**config.mk**
```make
export PLATFORM = sky130hd
export DESIGN_NAME = muldiv_unit
export DESIGN_NICKNAME = d
export VERILOG_FILES = /design/src/rtl/muldiv_pkg.sv /design/src/rtl/muldiv_signfix.sv /design/src/rtl/muldiv_unit.sv
export SDC_FILE = /design/constraint.sdc
export NUM_CORES = 1
export LEC_CHECK = 0
export BUFFER_PORTS_ARGS = -buffer_cell sky130_fd_sc_hd__buf_4
export CAP_MARGIN = 20
export CORE_ASPECT_RATIO = 0.6
export CORE_MARGIN = 3
export CORE_UTILIZATION = 48
export CTS_CLUSTER_DIAMETER = 120
export DETAILED_ROUTE_END_ITERATION = 12
export HOLD_SLACK_MARGIN = 0.08
export PLACE_DENSITY_LB_ADDON = 0.1
export RECOVER_POWER = 50
export SETUP_SLACK_MARGIN = 0.3
export SLEW_MARGIN = 20
export SYNTH_ARGS = -nofsm -noshare
export SYNTH_HDL_FRONTEND = slang
export SYNTH_SLANG_ARGS = --single-unit
export TNS_END_PERCENT = 30
```
**constraint.sdc**
```tcl
create_clock -name clk -period 5.59 [get_ports clk]
set_input_delay 0.2795 -clock clk [delete_from_list [all_inputs] [get_ports clk]]
set_output_delay 0.2795 -clock clk [all_outputs]
set_load 0.02 [all_outputs]
```
**src/rtl/muldiv_pkg.sv**
```systemverilog
// Shared definitions for the multiply/divide unit: operation codes, FSM
// states and fixed constants.
package muldiv_pkg;

    localparam int          ITER_COUNT = 32;
    localparam logic [31:0] DIV0_LO    = 32'hFFFF_FFFF;

    typedef enum logic [1:0] {
        OP_MULT  = 2'd0,
        OP_MULTU = 2'd1,
        OP_DIV   = 2'd2,
        OP_DIVU  = 2'd3
    } op_t;

    typedef enum logic [1:0] {
        IDLE = 2'd0,
        PREP = 2'd1,
        RUN  = 2'd2,
        FIX  = 2'd3
    } state_t;

    // Signed variants need magnitude conversion before and after the core loop.
    function automatic logic op_is_signed(input op_t o);
        return (o == OP_MULT) || (o == OP_DIV);
    endfunction

endpackage

```
**src/rtl/muldiv_signfix.sv**
```systemverilog
// Combinational sign handling around the unsigned iterative core.
// Pre-side: operand magnitudes and result/remainder sign flags.
// Post-side: re-applies signs to the raw core result and handles b == 0.
module muldiv_signfix
    import muldiv_pkg::*;
#(
    parameter int XLEN = 32
) (
    input  logic              is_signed,
    input  logic              is_div,
    input  logic [XLEN-1:0]   in_a,
    input  logic [XLEN-1:0]   in_b,
    output logic [XLEN-1:0]   mag_a,
    output logic [XLEN-1:0]   mag_b,
    output logic              neg_res,
    output logic              neg_rem,
    input  logic [2*XLEN-1:0] work,
    input  logic              fix_neg_res,
    input  logic              fix_neg_rem,
    input  logic              div_zero,
    output logic [XLEN-1:0]   res_hi,
    output logic [XLEN-1:0]   res_lo
);

    logic [2*XLEN-1:0] prod;
    logic [XLEN-1:0]   quot;
    logic [XLEN-1:0]   rem;

    // Magnitudes and sign flags; unsigned ops pass straight through.
    always_comb begin
        mag_a   = (is_signed && in_a[XLEN-1]) ? (~in_a + 1'b1) : in_a;
        mag_b   = (is_signed && in_b[XLEN-1]) ? (~in_b + 1'b1) : in_b;
        neg_res = is_signed && (in_a[XLEN-1] ^ in_b[XLEN-1]);
        neg_rem = is_signed && in_a[XLEN-1];
    end

    // Sign correction of the finished result. The 0x80000000 / -1 case
    // falls out naturally: magnitude quotient 0x80000000, no negation.
    always_comb begin
        prod = fix_neg_res ? (~work + 1'b1) : work;
        quot = fix_neg_res ? (~work[XLEN-1:0] + 1'b1) : work[XLEN-1:0];
        rem  = fix_neg_rem ? (~work[2*XLEN-1:XLEN] + 1'b1) : work[2*XLEN-1:XLEN];
        if (is_div) begin
            // With a zero divisor the remainder half has accumulated |a|, so
            // the remainder sign fix restores a itself; only lo is forced.
            res_hi = rem;
            res_lo = div_zero ? DIV0_LO : quot;
        end else begin
            res_hi = prod[2*XLEN-1:XLEN];
            res_lo = prod[XLEN-1:0];
        end
    end

endmodule

```
**src/rtl/muldiv_unit.sv**
```systemverilog
// Iterative MIPS-style multiply/divide unit with HI/LO result registers.
// One operation takes 34 cycles: PREP (1), RUN (32 steps), FIX (1).
module muldiv_unit
    import muldiv_pkg::*;
#(
    parameter int XLEN = 32,
    parameter int ITER = 32
) (
    input  logic            clk,
    input  logic            rst,
    input  logic            start,
    input  logic [1:0]      op,
    input  logic [XLEN-1:0] a,
    input  logic [XLEN-1:0] b,
    input  logic            mthi,
    input  logic            mtlo,
    input  logic [XLEN-1:0] wdata,
    output logic            busy,
    output logic            done,
    output logic [XLEN-1:0] hi,
    output logic [XLEN-1:0] lo
);

    state_t            state_reg;
    op_t               op_reg;
    logic [2*XLEN-1:0] work_reg;   // mul: {partial hi, multiplier}; div: {remainder, quotient}
    logic [XLEN-1:0]   opnd_reg;   // multiplicand or divisor magnitude
    logic [5:0]        cnt_reg;
    logic              neg_res_reg;
    logic              neg_rem_reg;
    logic              busy_reg;
    logic              done_reg;
    logic [XLEN-1:0]   hi_reg;
    logic [XLEN-1:0]   lo_reg;

    logic              is_signed;
    logic              is_div;
    logic [XLEN-1:0]   mag_a;
    logic [XLEN-1:0]   mag_b;
    logic              neg_res;
    logic              neg_rem;
    logic [XLEN-1:0]   res_hi;
    logic [XLEN-1:0]   res_lo;
    logic [2*XLEN-1:0] work_next;
    logic [XLEN:0]     mul_sum;
    logic [XLEN:0]     div_rem;
    logic [XLEN:0]     div_diff;

    assign is_signed = op_is_signed(op_reg);
    assign is_div    = (op_reg == OP_DIV) || (op_reg == OP_DIVU);

    // In PREP the raw dividend/multiplicand sits in work_reg[XLEN-1:0].
    muldiv_signfix #(.XLEN(XLEN)) u_signfix (
        .is_signed   (is_signed),
        .is_div      (is_div),
        .in_a        (work_reg[XLEN-1:0]),
        .in_b        (opnd_reg),
        .mag_a       (mag_a),
        .mag_b       (mag_b),
        .neg_res     (neg_res),
        .neg_rem     (neg_rem),
        .work        (work_reg),
        .fix_neg_res (neg_res_reg),
        .fix_neg_rem (neg_rem_reg),
        .div_zero    (opnd_reg == '0),
        .res_hi      (res_hi),
        .res_lo      (res_lo)
    );

    // One RUN step: shift-add multiply or restoring shift-subtract divide.
    always_comb begin
        mul_sum  = {1'b0, work_reg[2*XLEN-1:XLEN]} + {1'b0, opnd_reg};
        div_rem  = work_reg[2*XLEN-1:XLEN-1];
        div_diff = div_rem - {1'b0, opnd_reg};
        work_next = work_reg;
        if (is_div) begin
            if (div_rem >= {1'b0, opnd_reg}) begin
                work_next = {div_diff[XLEN-1:0], work_reg[XLEN-2:0], 1'b1};
            end else begin
                work_next = {work_reg[2*XLEN-2:0], 1'b0};
            end
        end else begin
            if (work_reg[0]) begin
                work_next = {mul_sum, work_reg[XLEN-1:1]};
            end else begin
                work_next = {1'b0, work_reg[2*XLEN-1:1]};
            end
        end
    end

    // Control FSM, datapath registers and HI/LO commit.
    always_ff @(posedge clk or posedge rst) begin
        if (rst) begin
            state_reg   <= IDLE;
            op_reg      <= OP_MULT;
            work_reg    <= '0;
            opnd_reg    <= '0;
            cnt_reg     <= '0;
            neg_res_reg <= 1'b0;
            neg_rem_reg <= 1'b0;
            busy_reg    <= 1'b0;
            done_reg    <= 1'b0;
            hi_reg      <= '0;
            lo_reg      <= '0;
        end else begin
            done_reg <= 1'b0;
            case (state_reg)
                IDLE: begin
                    if (start) begin
                        // Start wins over a same-cycle mthi/mtlo.
                        op_reg    <= op_t'(op);
                        work_reg  <= {{XLEN{1'b0}}, a};
                        opnd_reg  <= b;
                        busy_reg  <= 1'b1;
                        state_reg <= PREP;
                    end else begin
                        if (mthi) hi_reg <= wdata;
                        if (mtlo) lo_reg <= wdata;
                    end
                end
                PREP: begin
                    work_reg    <= {{XLEN{1'b0}}, mag_a};
                    opnd_reg    <= mag_b;
                    neg_res_reg <= neg_res;
                    neg_rem_reg <= neg_rem;
                    cnt_reg     <= '0;
                    state_reg   <= RUN;
                end
                RUN: begin
                    work_reg <= work_next;
                    cnt_reg  <= cnt_reg + 6'd1;
                    if (cnt_reg == 6'(ITER - 1)) state_reg <= FIX;
                end
                FIX: begin
                    hi_reg    <= res_hi;
                    lo_reg    <= res_lo;
                    done_reg  <= 1'b1;
                    busy_reg  <= 1'b0;
                    state_reg <= IDLE;
                end
                default: state_reg <= IDLE;
            endcase
        end
    end

    assign busy = busy_reg;
    assign done = done_reg;
    assign hi   = hi_reg;
    assign lo   = lo_reg;

endmodule

```
; Word-level counts from Yosys, hierarchy flattened
; Cells that the tools add are included.
; W data, S select, Z words.
[word_totals]
ff_bits = 174
out_inout_bits = 66
[op_classes]
addsub = 7
magnitude_cmp = 1
eq_ne = 13
mux = 28
bitwise_logic = 5
n_reduce_logical = 20
[ops]
columns = operator, count
row1 = $mux W32, 12
row2 = $mux W64, 5
row3 = $pmux W32 S2, 3
row4 = $pmux W64 S3, 1
row5 = $add A32 B1 Y32 const B, 3
row6 = $not A32 Y32, 3
row7 = $add A64 B1 Y64 const B, 1
row8 = $not A64 Y64, 1
row9 = $add A32 B32 Y33, 1
row10 = $ge A33 B32 Y1, 1
row11 = $logic_not A32 Y1, 1
row12 = $sub A32 B32 Y32, 1
row13 = $ne A2 B2 Y1 const B, 6
row14 = $pmux W6 S2, 1
row15 = $reduce_and A3 Y1, 4
row16 = $eq A2 B2 Y1 const B, 4
row17 = $pmux W2 S4, 1
row18 = $reduce_and A2 Y1, 4
row19 = $add A6 B1 Y6 const B, 1
row20 = $eq A6 B5 Y1 const B, 1
row21 = $reduce_bool A2 Y1, 3
row22 = $logic_not A2 Y1, 2
row23 = $mux W2, 2
row24 = $logic_and A1 B1 Y1, 3
row25 = 7 further kinds, 9

; Logic depth before layout (Yosys ltp)
[logic_depth]
ltp_word = 6
ltp_mapped = 14
mapped_depth_nobuf = 13

; Modules after synthesis
; From an unflattened synthesis, not the netlist that was laid out.
[hier_totals]
hier_cells = 2061
area_unflattened_um2 = 15956.6
[by_module_without_submodules]
columns = module, instances, cells_each, area_each_um2
row1 = muldiv_unit, 1, 1543, 12746.0
row2 = muldiv_signfix, 1, 518, 3210.6

; Least setup slack after synthesis
; OpenSTA, ideal clock, no wires.
[synth_timing]
kind = register to register
start = reg work_reg[0]
end = reg hi_reg[28], in the netlist hi[28]
setup_time_ns = 0.126
arrival_ns = 2.994
t_required_ns = 5.464
setup_slack_ns = 2.470
stages_incl_launch_ff = 12
path_buffers = 2
period_less_slack_ns = 3.120
cell_sequence = dfrtp_1 clkinv_1 clkbuf_1 ha_1 or3b_2 nor3_2 and4_1 buf_2 a21oi_1 o41ai_1 xnor2_1 a221o_1
[synth_via]
elab_chain_len = 5
[synth_lines]
columns = item, line
row1 = from (decl), muldiv_unit.sv:26  ; logic [2*XLEN-1:0] work_reg;
row2 = from (signal assigned), muldiv_unit.sv:112  ; work_reg <= {{XLEN{1'b0}}, a};
row3 = from (signal assigned), muldiv_unit.sv:122  ; work_reg <= {{XLEN{1'b0}}, mag_a};
row4 = from (signal assigned), muldiv_unit.sv:130  ; work_reg <= work_next;
row5 = $not A64 Y64, muldiv_signfix.sv:40  ; prod = fix_neg_res ? (~work + 1'b1) : work;
row6 = $add A64 B1 Y64, muldiv_signfix.sv:40
row7 = $mux W64, muldiv_signfix.sv:40
row8 = $mux W32, muldiv_signfix.sv:43  ; if (is_div) begin
row9 = $pmux W32 S2, muldiv_unit.sv:107  ; case (state_reg)
row10 = to (signal assigned), muldiv_unit.sv:117  ; if (mthi) hi_reg <= wdata;
row11 = to (signal assigned), muldiv_unit.sv:135  ; hi_reg <= res_hi;
row12 = to (decl), muldiv_unit.sv:33  ; logic [XLEN-1:0] hi_reg;
; No other way between the ends.
; A chain may end at the register's enable or synchronous reset.

; Worst setup path after layout
[layout_timing]
start = reg opnd_reg[12]
end = reg work_reg[63]
[layout_via]
elab_chain_len = 4
[layout_lines]
columns = item, line
row1 = from (decl), muldiv_unit.sv:27  ; logic [XLEN-1:0] opnd_reg;
row2 = from (signal assigned), muldiv_unit.sv:123  ; opnd_reg <= mag_b;
row3 = "$add A32 B32 Y33, or another cell as far along", muldiv_unit.sv:72  ; mul_sum = {1'b0, work_reg[2*XLEN-1:XLEN]} + {1'b0, opnd_reg};
row4 = "$mux W64, on equally long branches", "muldiv_unit.sv:83, muldiv_unit.sv:77"
row5 = $mux W64 *, muldiv_unit.sv:76  ; if (is_div) begin
row6 = $pmux W64 S3 *, muldiv_unit.sv:107
; Every way passes the cells marked *; elsewhere a longest branch is shown, timed or not.

==> results by group <==
Critical path
  • Element type at the critical path end: register
  • Start-to-end type of the worst setup path: register to register
  • Logic depth of the worst register-to-register path: 12
  • Largest driver fanout on the critical path: 27
  • Series of cell instances along the critical path: inv_1 > ha_1 > a21oi_1 > o211ai_1 > or2_2 > o21ai_0 > a21oi_1 > o21ai_4 > buf_4 > nor3_1 > mux2_2 > o31ai_1
  • Largest stage delay on the critical path: roughly 0.48 ns
  • Worst setup path startpoint: opnd_reg[12]
  • Critical register-to-register path startpoint: opnd_reg[12]
  • Number of buffers and inverters on the critical path: 2
  • Kind of start point of the critical path: register
  • Crit path top cell by count: sky130_fd_sc_hd__a21oi_1
  • RR Endpoint: work_reg[63]
  • Minimum setup slack among reg-to-reg paths: 1.55 ns
  • Worst path top cell family by delay: compound AO/OA/AOI/OAI gates
  • Depth of the critical timing path with buffers and inverters included: 12
  • Worst path slowest cell: sky130_fd_sc_hd__dfrtp_1
  • Worst path required time: ~6.0 ns
  • Arrival time of the worst setup path: between 4 and 5 ns

Clock network
  • Number of buffers on the longest clock path: 2
  • Clock tree from TritonCTS: yes
  • Post-CTS repair timing setup buffer count: 0
  • CTS clk-pin slew, worst paths: roughly 0.08 ns
  • Max H-tree Level: 4
  • Total CTS buffers: 17
  • Worst-Skew Late Latency: around 0.46 ns
  • Clock sink count: about 170
  • Hold bufs inserted after CTS: 4
  • Clock tree root buffer cell: sky130_fd_sc_hd__clkbuf_16
  • Number of gates given a new drive strength after cts: 0

Outcome
  • Result of the run: finished with violations
  • Failing checks: max-capacitance violations, max-slew violations

Pwr
  • Sequential share of power: 23.4%
  • Static leakage: 7.46 nW
  • Share of total power in the clock network: 10.6%
  • Design internal power: 5.28 mW
  • VDD IR max: 0.542 mV
  • Cell Pwr Density: approximately 700 nW/um^2
  • Switching Fraction: between 50% and 60%
  • Gate power share: 66.1%
  • Net switching power figure: a little under 7 mW

Logic synthesis
  • Most frequently used cell type in the post-synthesis netlist: sky130_fd_sc_hd__nand2_1
  • Count of flip-flops with a built-in enable after synthesis: 0
  • Sequential cell area fraction in the yosys report: 28.9%
  • Cell area after technology mapping: ~15,000 sq um
  • Most instantiated cells after synthesis: sky130_fd_sc_hd__nand2_1, sky130_fd_sc_hd__o21ai_0, sky130_fd_sc_hd__a21oi_1, sky130_fd_sc_hd__dfrtp_1, sky130_fd_sc_hd__clkbuf_1
  • Syn Area/Cell: 7.77 sq um
  • Largest cells by area after synthesis: sky130_fd_sc_hd__dfrtp_1, sky130_fd_sc_hd__o21ai_0, sky130_fd_sc_hd__ha_1
  • #FFs+latches synth: approximately 170
  • Count of warnings emitted by yosys: 0
  • Flip-flop cell with the highest count after synthesis: sky130_fd_sc_hd__dfrtp_1
  • Unique cell type count in the Yosys netlist: 84
  • Share of the synthesized area in the top cell type: 28.9%
  • Total nets after synthesis: roughly 2,100
  • Fraction of synthesis flops using an asynchronous set or reset pin: between 90% and 100%
  • Library cell occupying the most area in the post-synthesis netlist: sky130_fd_sc_hd__dfrtp_1
  • Number of standard cells after synthesis: a little under 2,000

Global route
  • Number of antenna violations at the first check in global routing: 0
  • Global-route wire length before repair: between 90,000 and 100,000 um
  • Global-route usage over all layers: between 30% and 40%
  • Number of global-route vias before repair: roughly 14,000
  • Global route total overflow: 0
  • Pin count of the biggest net entering global routing: between 80 and 90

Placed design
  • Post-detail-place hpwl: approximately 48,000 um
  • Number of I/O port buffers: 168
  • Post-Place Setup Slack: ~1.7 ns
  • Final weighted congestion in routability-driven placement: around 0.99

Timing
  • Worst setup skew after layout: roughly 0.014 ns
  • Setup-failing EPs final: 0
  • Clock period minus final worst setup slack: approximately 4 ns
  • Total negative setup slack: 0 ns
  • Fin. max-slew vios: ~180
  • Final period util: 72.3%
  • Number of endpoints with negative hold slack in the final report: 0
  • Transition time of the tightest slew-check pin: ~2.6 ns
  • Peak Freq: between 200 and 250 MHz
  • Worst path setup slack after routing: roughly 1.5 ns
  • Worst max-slew margin expressed relative to the limit: -71.6%
  • RSZ-0062 raised after global routing: no

Flow run
  • Maximum capacitance violations: 3

Finish
  • Final-layout fill cell count: ~3,000
  • Sequential cell area: around 4400 sq um
  • Proportion of layout cells with a drive suffix above 1: between 10% and 20%
  • Growth of design area from synthesis to finish: 12.6%
  • Flip-flop count of the largest register after layout: 64
  • Final net count: between 2,000 and 2,500
  • Core utilization of the finished layout: between 50% and 60%
  • Total area of multi-input combinational cells: ~10000 sq um

Route
  • Post-detailed-route count of antenna-violating nets: 0
  • Routed wire length per instance: roughly 26 um
  • Drt total wl: around 63,000 um
  • Via count: 16,000
  • Drt via density: 6.55
  • Remaining DRCs: 0
  • Number of optimization iterations in the first detailed-route pass: 6
  • Starting DRC count in detailed routing: 2,100

Hold path
  • Hold_sp: b[1]
  • Endpoint of the worst hold path: opnd_reg[1]
  • Worst min-delay path category: primary input to register
  • Depth of the worst hold-timing path: 3

Die
  • Total Die Area: between 30,000 and 40,000 sq um
  • # IOs: 169
  • Total number of placement rows: 49
  • Area inside the core boundary: 30,400 sq um
  • Width of the chip: about 230 um
  • Vertical die dimension: about 140 um
  • Starting density of the core: between 40% and 50%
==> routing by layer <==
metal,up-vias,part of all wire [%],global-route usage [%]
li1,7257,-,-
met1,7766,49,58.9
met2,914,36,45.7
met3,59,14,13.2
met4,0,1.1,6.40
met5,-,0,0
==> worst max path at each step <==
stage,end
after CTS,work_reg[63]
after detailed placement,work_reg[58]
final,work_reg[63]
after floorplan,busy
after global routing,opnd_reg[9]
after global placement,work_reg[58]
==> final cells by class <==
type                            instances  area share (%)
Antenna cell                            1          0.0148
Clock buffer                           20            2.64
Clock inverter                         12           0.893
Inverter                               78            1.73
Multi-Input combinational cell       1547            58.4
Sequential cell                       174            25.7
Tap cell                              408            3.01
Timing Repair Buffer                  203            7.56
==> cell families (layout without fill, tap and decap cells) <==
logic type / Yosys count / in the layout / synth area share [%]
AO/OA/AOI/OAI: 717 / 717 / 29.4
AND/OR/NAND/NOR: 576 / 576 / 18.6
buffers and inverters: 218 / 313 / 5.63
flip-flops: 174 / 174 / 28.9
XOR/XNOR: 115 / 115 / 6.69
adder cells (fa/ha/maj): 74 / 74 / 6.25
multiplexers: 65 / 65 / 4.50
other: 0 / 1 / 0
==> worst reg2reg max path: cells and delay by family, from the launching register on <==
| family | cells | cell delay, ns |
|---|---|---|
| DFF | 1 | 0.48 |
| and+or+nand+nor | 2 | 0.41 |
| muxes | 1 | 0.28 |
| AOI/OAI and AO/OA | 6 | 1.94 |
| buffers and inverters | 2 | 0.46 |
| adders and majority gates | 1 | 0.38 |
==> stage by stage <==
step / power, mW / std cells / hold WS, ns / cell area, sq um
CTS: 12.1 / 2442 / 0.0986 / 17200
finish: 12.2 / 2443 / 0.104 / 16900
floorplan: 8.02 / 1939 / 0.430 / 15100
detailed placement: 10.8 / 2406 / 0.371 / 16600
global route: 13.0 / 2442 / 0.121 / 16900
global placement: 10.7 / 2406 / 0.364 / 16600
==> cell usage in the layout, fill, tap and decap left out, types with 42 or more instances in the layout <==
cell,count
sky130_fd_sc_hd__buf_4,130
sky130_fd_sc_hd__a21o_1,52
sky130_fd_sc_hd__o21ai_0,230
sky130_fd_sc_hd__dfrtp_1,173
sky130_fd_sc_hd__ha_1,70
sky130_fd_sc_hd__nor2_1,110
sky130_fd_sc_hd__clkbuf_1,68
sky130_fd_sc_hd__xnor2_1,73
sky130_fd_sc_hd__mux2i_1,44
sky130_fd_sc_hd__inv_1,76
sky130_fd_sc_hd__xor2_1,42
sky130_fd_sc_hd__nand2_1,236
sky130_fd_sc_hd__o22ai_1,52
sky130_fd_sc_hd__a21oi_1,172
==> power groups by stage <==
stage / sequential, mW / clock [mW] / combinational (mW)
finish: 2.85 / 1.29 / 8.06
global route: 2.90 / 1.34 / 8.72
CTS: 2.79 / 1.29 / 8.02
floorplan: 2.58 / 0 / 5.45
global placement: 2.78 / 0 / 7.91
detailed placement: 2.81 / 0 / 7.97
Note: power is estimated with default switching activity, not from simulation.
